--- config.mk ---
export PLATFORM = sky130hd
export DESIGN_NAME = cc_membus_controller
export DESIGN_NICKNAME = d
export VERILOG_FILES = /design/src/rtl/cc_membus_pkg.sv /design/src/rtl/cc_membus_timeout_cnt.sv /design/src/rtl/cc_membus_controller.sv
export SDC_FILE = /design/constraint.sdc
export NUM_CORES = 1
export LEC_CHECK = 0
export CORE_MARGIN = 3
export CORE_UTILIZATION = 42
export DETAILED_ROUTE_END_ITERATION = 8
export PLACE_DENSITY = 0.83
export SYNTH_ARGS = -nofsm -noshare
export SYNTH_HDL_FRONTEND = slang
export SYNTH_SLANG_ARGS = --single-unit
export TNS_END_PERCENT = 10
--- constraint.sdc ---
create_clock -name CC_MEMBUS_CONTROLLER_CLOCK_50 -period 4.25 [get_ports CC_MEMBUS_CONTROLLER_CLOCK_50]
set_input_delay 0.85 -clock CC_MEMBUS_CONTROLLER_CLOCK_50 [delete_from_list [all_inputs] [get_ports CC_MEMBUS_CONTROLLER_CLOCK_50]]
set_output_delay 0.85 -clock CC_MEMBUS_CONTROLLER_CLOCK_50 [all_outputs]
set_load 0.02 [all_outputs]
--- src/rtl/cc_membus_pkg.sv ---
// cc_membus_pkg -- shared types and defaults for the memory-bus writeback
// controller.
//   state_e          : controller FSM states
//   DATAWIDTH_DEF    : default data bus width
//   ADDRWIDTH_DEF    : default address width
//   TIMEOUT_DEF      : default memory-ack timeout in cycles (2..255)
//   TIMEOUT_CNT_W    : counter width able to hold any legal timeout
package cc_membus_pkg;

  localparam int DATAWIDTH_DEF = 32;
  localparam int ADDRWIDTH_DEF = 32;
  localparam int TIMEOUT_DEF   = 16;
  localparam int TIMEOUT_CNT_W = 8;

  typedef enum logic [2:0] {
    IDLE    = 3'd0,
    ALU_WB  = 3'd1,
    MEM_REQ = 3'd2,
    MEM_WB  = 3'd3,
    ERR     = 3'd4
  } state_e;

endpackage

--- src/rtl/cc_membus_timeout_cnt.sv ---
// cc_membus_timeout_cnt -- counts consecutive cycles spent waiting for a
// memory ack and flags the last cycle of the allowed window.
// Only instantiated when CC_MEMBUS_TIMEOUT_EN is defined.
// Ports:
//   gclk       in  clock, rising edge
//   grst_n     in  asynchronous reset, active-low
//   en_i       in  1 while the controller is waiting in MEM_REQ
//   expired_o  out 1 during the final counted cycle (cycle TIMEOUT_CYCLES)
module cc_membus_timeout_cnt
  import cc_membus_pkg::*;
#(
  parameter int TIMEOUT_CYCLES = TIMEOUT_DEF
) (
  input  logic gclk,
  input  logic grst_n,
  input  logic en_i,
  output logic expired_o
);

  logic [TIMEOUT_CNT_W-1:0] cnt_q, cnt_d;

  // cnt_q holds the number of wait cycles already completed, so it reads 0
  // in the first MEM_REQ cycle; leaving MEM_REQ clears it for the next load.
  always_comb begin
    cnt_d = '0;
    if (en_i) cnt_d = cnt_q + TIMEOUT_CNT_W'(1);
  end

  always_ff @(posedge gclk or negedge grst_n) begin
    if (!grst_n) cnt_q <= '0;
    else         cnt_q <= cnt_d;
  end

  assign expired_o = en_i && (cnt_q == TIMEOUT_CNT_W'(TIMEOUT_CYCLES - 1));

endmodule

--- src/rtl/cc_membus_controller.sv ---
// cc_membus_controller -- sequences ALU-result and memory-load writebacks
// into the register file, one operation at a time.
// Optional feature: define CC_MEMBUS_TIMEOUT_EN to abort a load that gets
// no mem_ack within TIMEOUT_CYCLES cycles (one-cycle timeout_err pulse).
// Ports:
//   CC_MEMBUS_CONTROLLER_CLOCK_50     in  clock, rising edge
//   CC_MEMBUS_CONTROLLER_RESET_InLow  in  async reset, active-low
//   op_valid/op_ready                 op handshake (ready only in IDLE)
//   op_is_load/op_addr/op_rd_index    operation kind, load address, dest reg
//   mem_rd_req/mem_addr               read request to main memory
//   mem_ack/mem_data_in               memory data return
//   mem_data_out                      latched load data for the external mux
//   mux_rd_sel                        external mux select (1 = memory)
//   wb_en/wb_index                    register-file write strobe and index
//   timeout_err                       one-cycle timeout pulse
module cc_membus_controller
  import cc_membus_pkg::*;
#(
  parameter int DATAWIDTH_BUS  = DATAWIDTH_DEF,
  parameter int ADDRWIDTH_BUS  = ADDRWIDTH_DEF,
  parameter int TIMEOUT_CYCLES = TIMEOUT_DEF
) (
  input  logic                     CC_MEMBUS_CONTROLLER_CLOCK_50,
  input  logic                     CC_MEMBUS_CONTROLLER_RESET_InLow,
  input  logic                     op_valid,
  output logic                     op_ready,
  input  logic                     op_is_load,
  input  logic [ADDRWIDTH_BUS-1:0] op_addr,
  input  logic [4:0]               op_rd_index,
  output logic                     mem_rd_req,
  output logic [ADDRWIDTH_BUS-1:0] mem_addr,
  input  logic                     mem_ack,
  input  logic [DATAWIDTH_BUS-1:0] mem_data_in,
  output logic [DATAWIDTH_BUS-1:0] mem_data_out,
  output logic                     mux_rd_sel,
  output logic                     wb_en,
  output logic [4:0]               wb_index,
  output logic                     timeout_err
);

  logic clk, rst_n;
  assign clk   = CC_MEMBUS_CONTROLLER_CLOCK_50;
  assign rst_n = CC_MEMBUS_CONTROLLER_RESET_InLow;

  state_e                   state_q, state_d;
  logic [ADDRWIDTH_BUS-1:0] addr_q, addr_d;
  logic [4:0]               rd_q, rd_d;
  logic [DATAWIDTH_BUS-1:0] data_q, data_d;
  logic                     timeout_hit;

`ifdef CC_MEMBUS_TIMEOUT_EN
  cc_membus_timeout_cnt #(
    .TIMEOUT_CYCLES(TIMEOUT_CYCLES)
  ) u_timeout_cnt (
    .gclk      (clk),
    .grst_n    (rst_n),
    .en_i      (state_q == MEM_REQ),
    .expired_o (timeout_hit)
  );
  assign timeout_err = (state_q == ERR);
`else
  // Without the timeout option a load waits for its ack indefinitely.
  assign timeout_hit = 1'b0;
  assign timeout_err = 1'b0;
`endif

  // Gated by reset so every output, including op_ready, reads 0 while reset
  // is held and ready rises as soon as reset releases.
  assign op_ready = rst_n && (state_q == IDLE);

  always_comb begin
    state_d = state_q;
    addr_d  = addr_q;
    rd_d    = rd_q;
    data_d  = data_q;
    unique case (state_q)
      IDLE: begin
        if (op_valid && op_ready) begin
          addr_d  = op_addr;
          rd_d    = op_rd_index;
          state_d = op_is_load ? MEM_REQ : ALU_WB;
        end
      end
      ALU_WB: state_d = IDLE;
      MEM_REQ: begin
        // An ack in the final counted cycle is checked first, so it wins.
        if (mem_ack) begin
          data_d  = mem_data_in;
          state_d = MEM_WB;
        end else if (timeout_hit) begin
          state_d = ERR;
        end
      end
      MEM_WB:  state_d = IDLE;
      ERR:     state_d = IDLE;
      default: state_d = IDLE;
    endcase
  end

  always_ff @(posedge clk or negedge rst_n) begin
    if (!rst_n) begin
      state_q <= IDLE;
      addr_q  <= '0;
      rd_q    <= '0;
      data_q  <= '0;
    end else begin
      state_q <= state_d;
      addr_q  <= addr_d;
      rd_q    <= rd_d;
      data_q  <= data_d;
    end
  end

  assign mem_rd_req   = (state_q == MEM_REQ);
  assign mem_addr     = addr_q;
  assign mem_data_out = data_q;
  assign mux_rd_sel   = (state_q == MEM_WB);
  assign wb_en        = (state_q == ALU_WB) || (state_q == MEM_WB);
  assign wb_index     = rd_q;

endmodule

==> flow_summary_export.csv <==
group,metric,value,unit
floorplanning,placement_rows,29,
finish,nets,385,
clock_network,cts_setup_buffers,0,
routing,dr.first_iter.drc_count,51,
global_route,gr-usage-all-layers,17.4,%
clock_network,clock_tree_from_tritoncts,"done",
floorplanning,start_util,44.2,%
place,dp.final_hpwl,4800,um
finish,synthToLayoutAreaGrowth,59.3,%
finish,fraction_of_final_layout_cells_with_drive_strength_greater_than_1,28.2,%
synth,post_synth_mux_area_share,31.2,%
sta,timing.final.setup_violations,0,
status,status,"finished, final reports clean",
synth,async_flop_share,100,%
synth,synth_top_family_by_area,"multiplexers",
floorplanning,die_w,88.4,um
routing,detail_route.vias_per_cell,4.72,
routing,detail_route.wl_per_cell,16.8,um
synth,synthesis.area,2850,um^2
synth,yosysMostFrequentCell,"sky130_fd_sc_hd__dfrtp_1",
global_route,global_route.overflow_total,0,
clock_network,cts-root-buf,"sky130_fd_sc_hd__clkbuf_8",
place,placed_area,4330,um^2
clock_network,max-clock-path-buffers,2,
sta,max_clock_skew,0.00727,ns
synth,synthesized_netlist_net_count,235,
synth,synth_compound_gate_area_share,0.395,%
sta,layout_worst_path_cycle_share,61.7,%
sta,rsz0062_at_grt,"no",
sta,finalWorstPathRequiredPeriod,2.62,ns
critical_path,cp-start-kind,"input port",
routing,detail_route.first_pass.iterations,4,
routing,vias,1853,
power,internal_power,2.39,mW
clock_network,htree_levels,3,
finish,stdcell_count,393,
power,design_power_total,3.62,mW
clock_network,cts.repair.resized,0,
clock_network,clock_insertion_delay_worst_skew,0.33,ns
power,p_sw,1.23,mW
power,peakVddDrop,0.000473,V
clock_network,cts_buffers,9,
global_route,grt_antenna_before_repair,0,
synth,synth_xor_xnor_area_share,0,%
synth,synthesis.area_per_instance,17.7,um^2
synth,ys.flop_type,"sky130_fd_sc_hd__dfrtp_1",
synth,netlist.area_leader.share,62.3,%
floorplanning,die_area,7820,um^2
routing,number_of_nets_still_failing_antenna_checks_after_routing,0,
power,total_leakage_power,1.93,nW
synth,synthSimpleGateAreaFrac,2.19,%
synth,synth_common_cells,"71 x sky130_fd_sc_hd__dfrtp_1, 39 x sky130_fd_sc_hd__mux2_2, 30 x sky130_fd_sc_hd__mux2_4",
finish,n_fill_cell,460,
synth,yosysSeqAreaShare,62.3,%
critical_path,worst-endpoint-required,3.40,ns
min_path,hp-class,"flip-flop to flip-flop",
synth,synth_enable_flop_cells,0,
critical_path,regToRegSetupSlack,2.36,ns
synth,synth-warning-count,0,
critical_path,cp_data_arrival_time,1.77,ns
critical_path,criticalPathCategory,"input port to output port",
finish,n_antenna_cell,0,
sta,finalHoldWorstSlack,0.507,ns
sta,max_freq,382,MHz
synth,postSynthCellCount,161,
synth,synth_top_cells_by_area,"sky130_fd_sc_hd__dfrtp_1 62%, sky130_fd_sc_hd__mux2_4 16%, sky130_fd_sc_hd__mux2_2 15%",
clock_network,cts_sinks,71,
synth,synth.distinct_cells,19,
power,power_per_cell_area,797,nW/um^2
sta,timing.slew.headroom,41.8,%
sta,finalHoldViolations,0,
place,place.detailed.instances,377,
critical_path,critPathMaxFanout,3,
global_route,grt_pass1_wl,10200,um
power,comb_power_share,50.7,%
global_route,pin_count_of_the_biggest_net_entering_global_routing,74,
floorplanning,core_area,6460,um^2
clock_network,cts_hold_buffers,0,
power,power.sequential.fraction,33.4,%
job,max_cap_viol_count,0,
place,routabilityCongestion,0.700,
floorplanning,vertical_die_dimension,88.4,um
critical_path,worstSetupEndpointType,"output port",
clock_network,clkSlewWorstSetupHoldPaths,0.08,ns
floorplanning,top_level_ports,148,
routing,totalWireLength,6620,um
routing,remaining_design_rule_violation_count,0,
sta,pins_over_slew_limit,0,
sta,setup_tns,0,ns
power,p_clk_share,15.9,%
synth,post-synth-top-area-cell,"sky130_fd_sc_hd__dfrtp_1",
finish,postLayoutCellArea,4540,um^2
global_route,first_global_vias,2015,
sta,worst_slew_pin_slew,0.873,ns
power,p_sw_share,33.9,%
synth,post_synth_fa_ha_maj_area_fraction,0,%
place,port_buffers,146,
synth,yosys_register_bits,71,
[power by group through the flow]
stage / clock (mW) / combinational (mW) / sequential [mW]
after floorplan: 0 / 0.578 / 1.62
after global placement: 0 / 1.82 / 1.20
after detailed placement: 0 / 1.85 / 1.22
after CTS: 0.592 / 1.86 / 1.21
after global routing: 0.626 / 1.93 / 1.26
final: 0.576 / 1.84 / 1.21
[worst max-delay path, cell delays in order]
cell and delay [ns]:
sky130_fd_sc_hd__buf_4 0.10, sky130_fd_sc_hd__nor3b_1 0.17, sky130_fd_sc_hd__clkdlybuf4s50_1 0.64
[layout by cell type (no fill, tap or decap), drive strengths merged]
| cell type | synthesis | final |
|---|---|---|
| mux2 | 69 | 69 |
| dfrtp | 71 | 71 |
| bufinv | 0 | 2 |
| clkdlybuf4s50 | 0 | 145 |
| and2 | 1 | 1 |
| clkinv | 0 | 2 |
| a21oi | 1 | 1 |
| nand3b | 1 | 1 |
| nor3b | 1 | 1 |
| nand4bb | 1 | 1 |
| a31oi | 1 | 1 |
| nor2b | 1 | 1 |
| nor2 | 1 | 1 |
| buf | 9 | 4 |
| nor4bb | 1 | 1 |
| conb | 1 | 1 |
| clkbuf | 1 | 10 |
| clkinvlp | 0 | 2 |
| nand2 | 1 | 1 |
[area by class of cell]
type	count	area, um^2	share of cell area (%)
sequential	71	1780	39.1
tap	77	96.3	2.12
clock buffer	10	128	2.81
clock inverter	6	85.1	1.87
multi-input combinational	80	976	21.5
timing repair buffer	149	1480	32.6
[flip-flops by register name (all words and copies together), names as in the netlist]
| name | flops |
|---|---|
| mem_data_out | 32 |
| state_q | 2 |
| wb_index | 5 |
| mem_addr | 32 |
[logic make-up (layout without fill, tap and decap cells)]
group,after synthesis,count (layout)
AO/OA/AOI/OAI,2,2
buffers and inverters,10,165
flip-flops,71,71
multiplexers,69,69
other,1,1
AND/OR/NAND/NOR,8,8
[worst paths after layout]
kind                                                        from          endpoint  cells past startpoint
min in group asynchronous       CC_MEMBUS_CONTROLLER_RESET_InLow   mem_data_out[4]                      2
max in group asynchronous       CC_MEMBUS_CONTROLLER_RESET_InLow  mem_data_out[17]                      2
worst max register to register                        state_q[1]      mem_addr[22]                      3
worst max-delay path            CC_MEMBUS_CONTROLLER_RESET_InLow          op_ready                      3
worst min register to register                   mem_data_out[8]   mem_data_out[8]                      1
worst min-delay path                             mem_data_out[8]   mem_data_out[8]                      1
[per-stage QoR]
| stage | setup slack (ns) | util (%) |
|---|---|---|
| 5_1_grt | 1.58 | 70.3 |
| 3_3_place_gp | 1.62 | 67.0 |
| 6_report | 1.63 | 70.3 |
| 4_1_cts | 1.61 | 70.3 |
| 3_5_place_dp | 1.54 | 67.0 |
| 2_1_floorplan | 2.03 | - |
[routing by layer]
layer	GRT usage, %	vias to the layer above	routed length, um
met5	0	-	0
met4	5.36	0	48
met3	7.82	4	583
met2	28.0	81	3300
met1	21.1	912	2690
li1	-	856	-
Power figures use the tool's default switching activity.
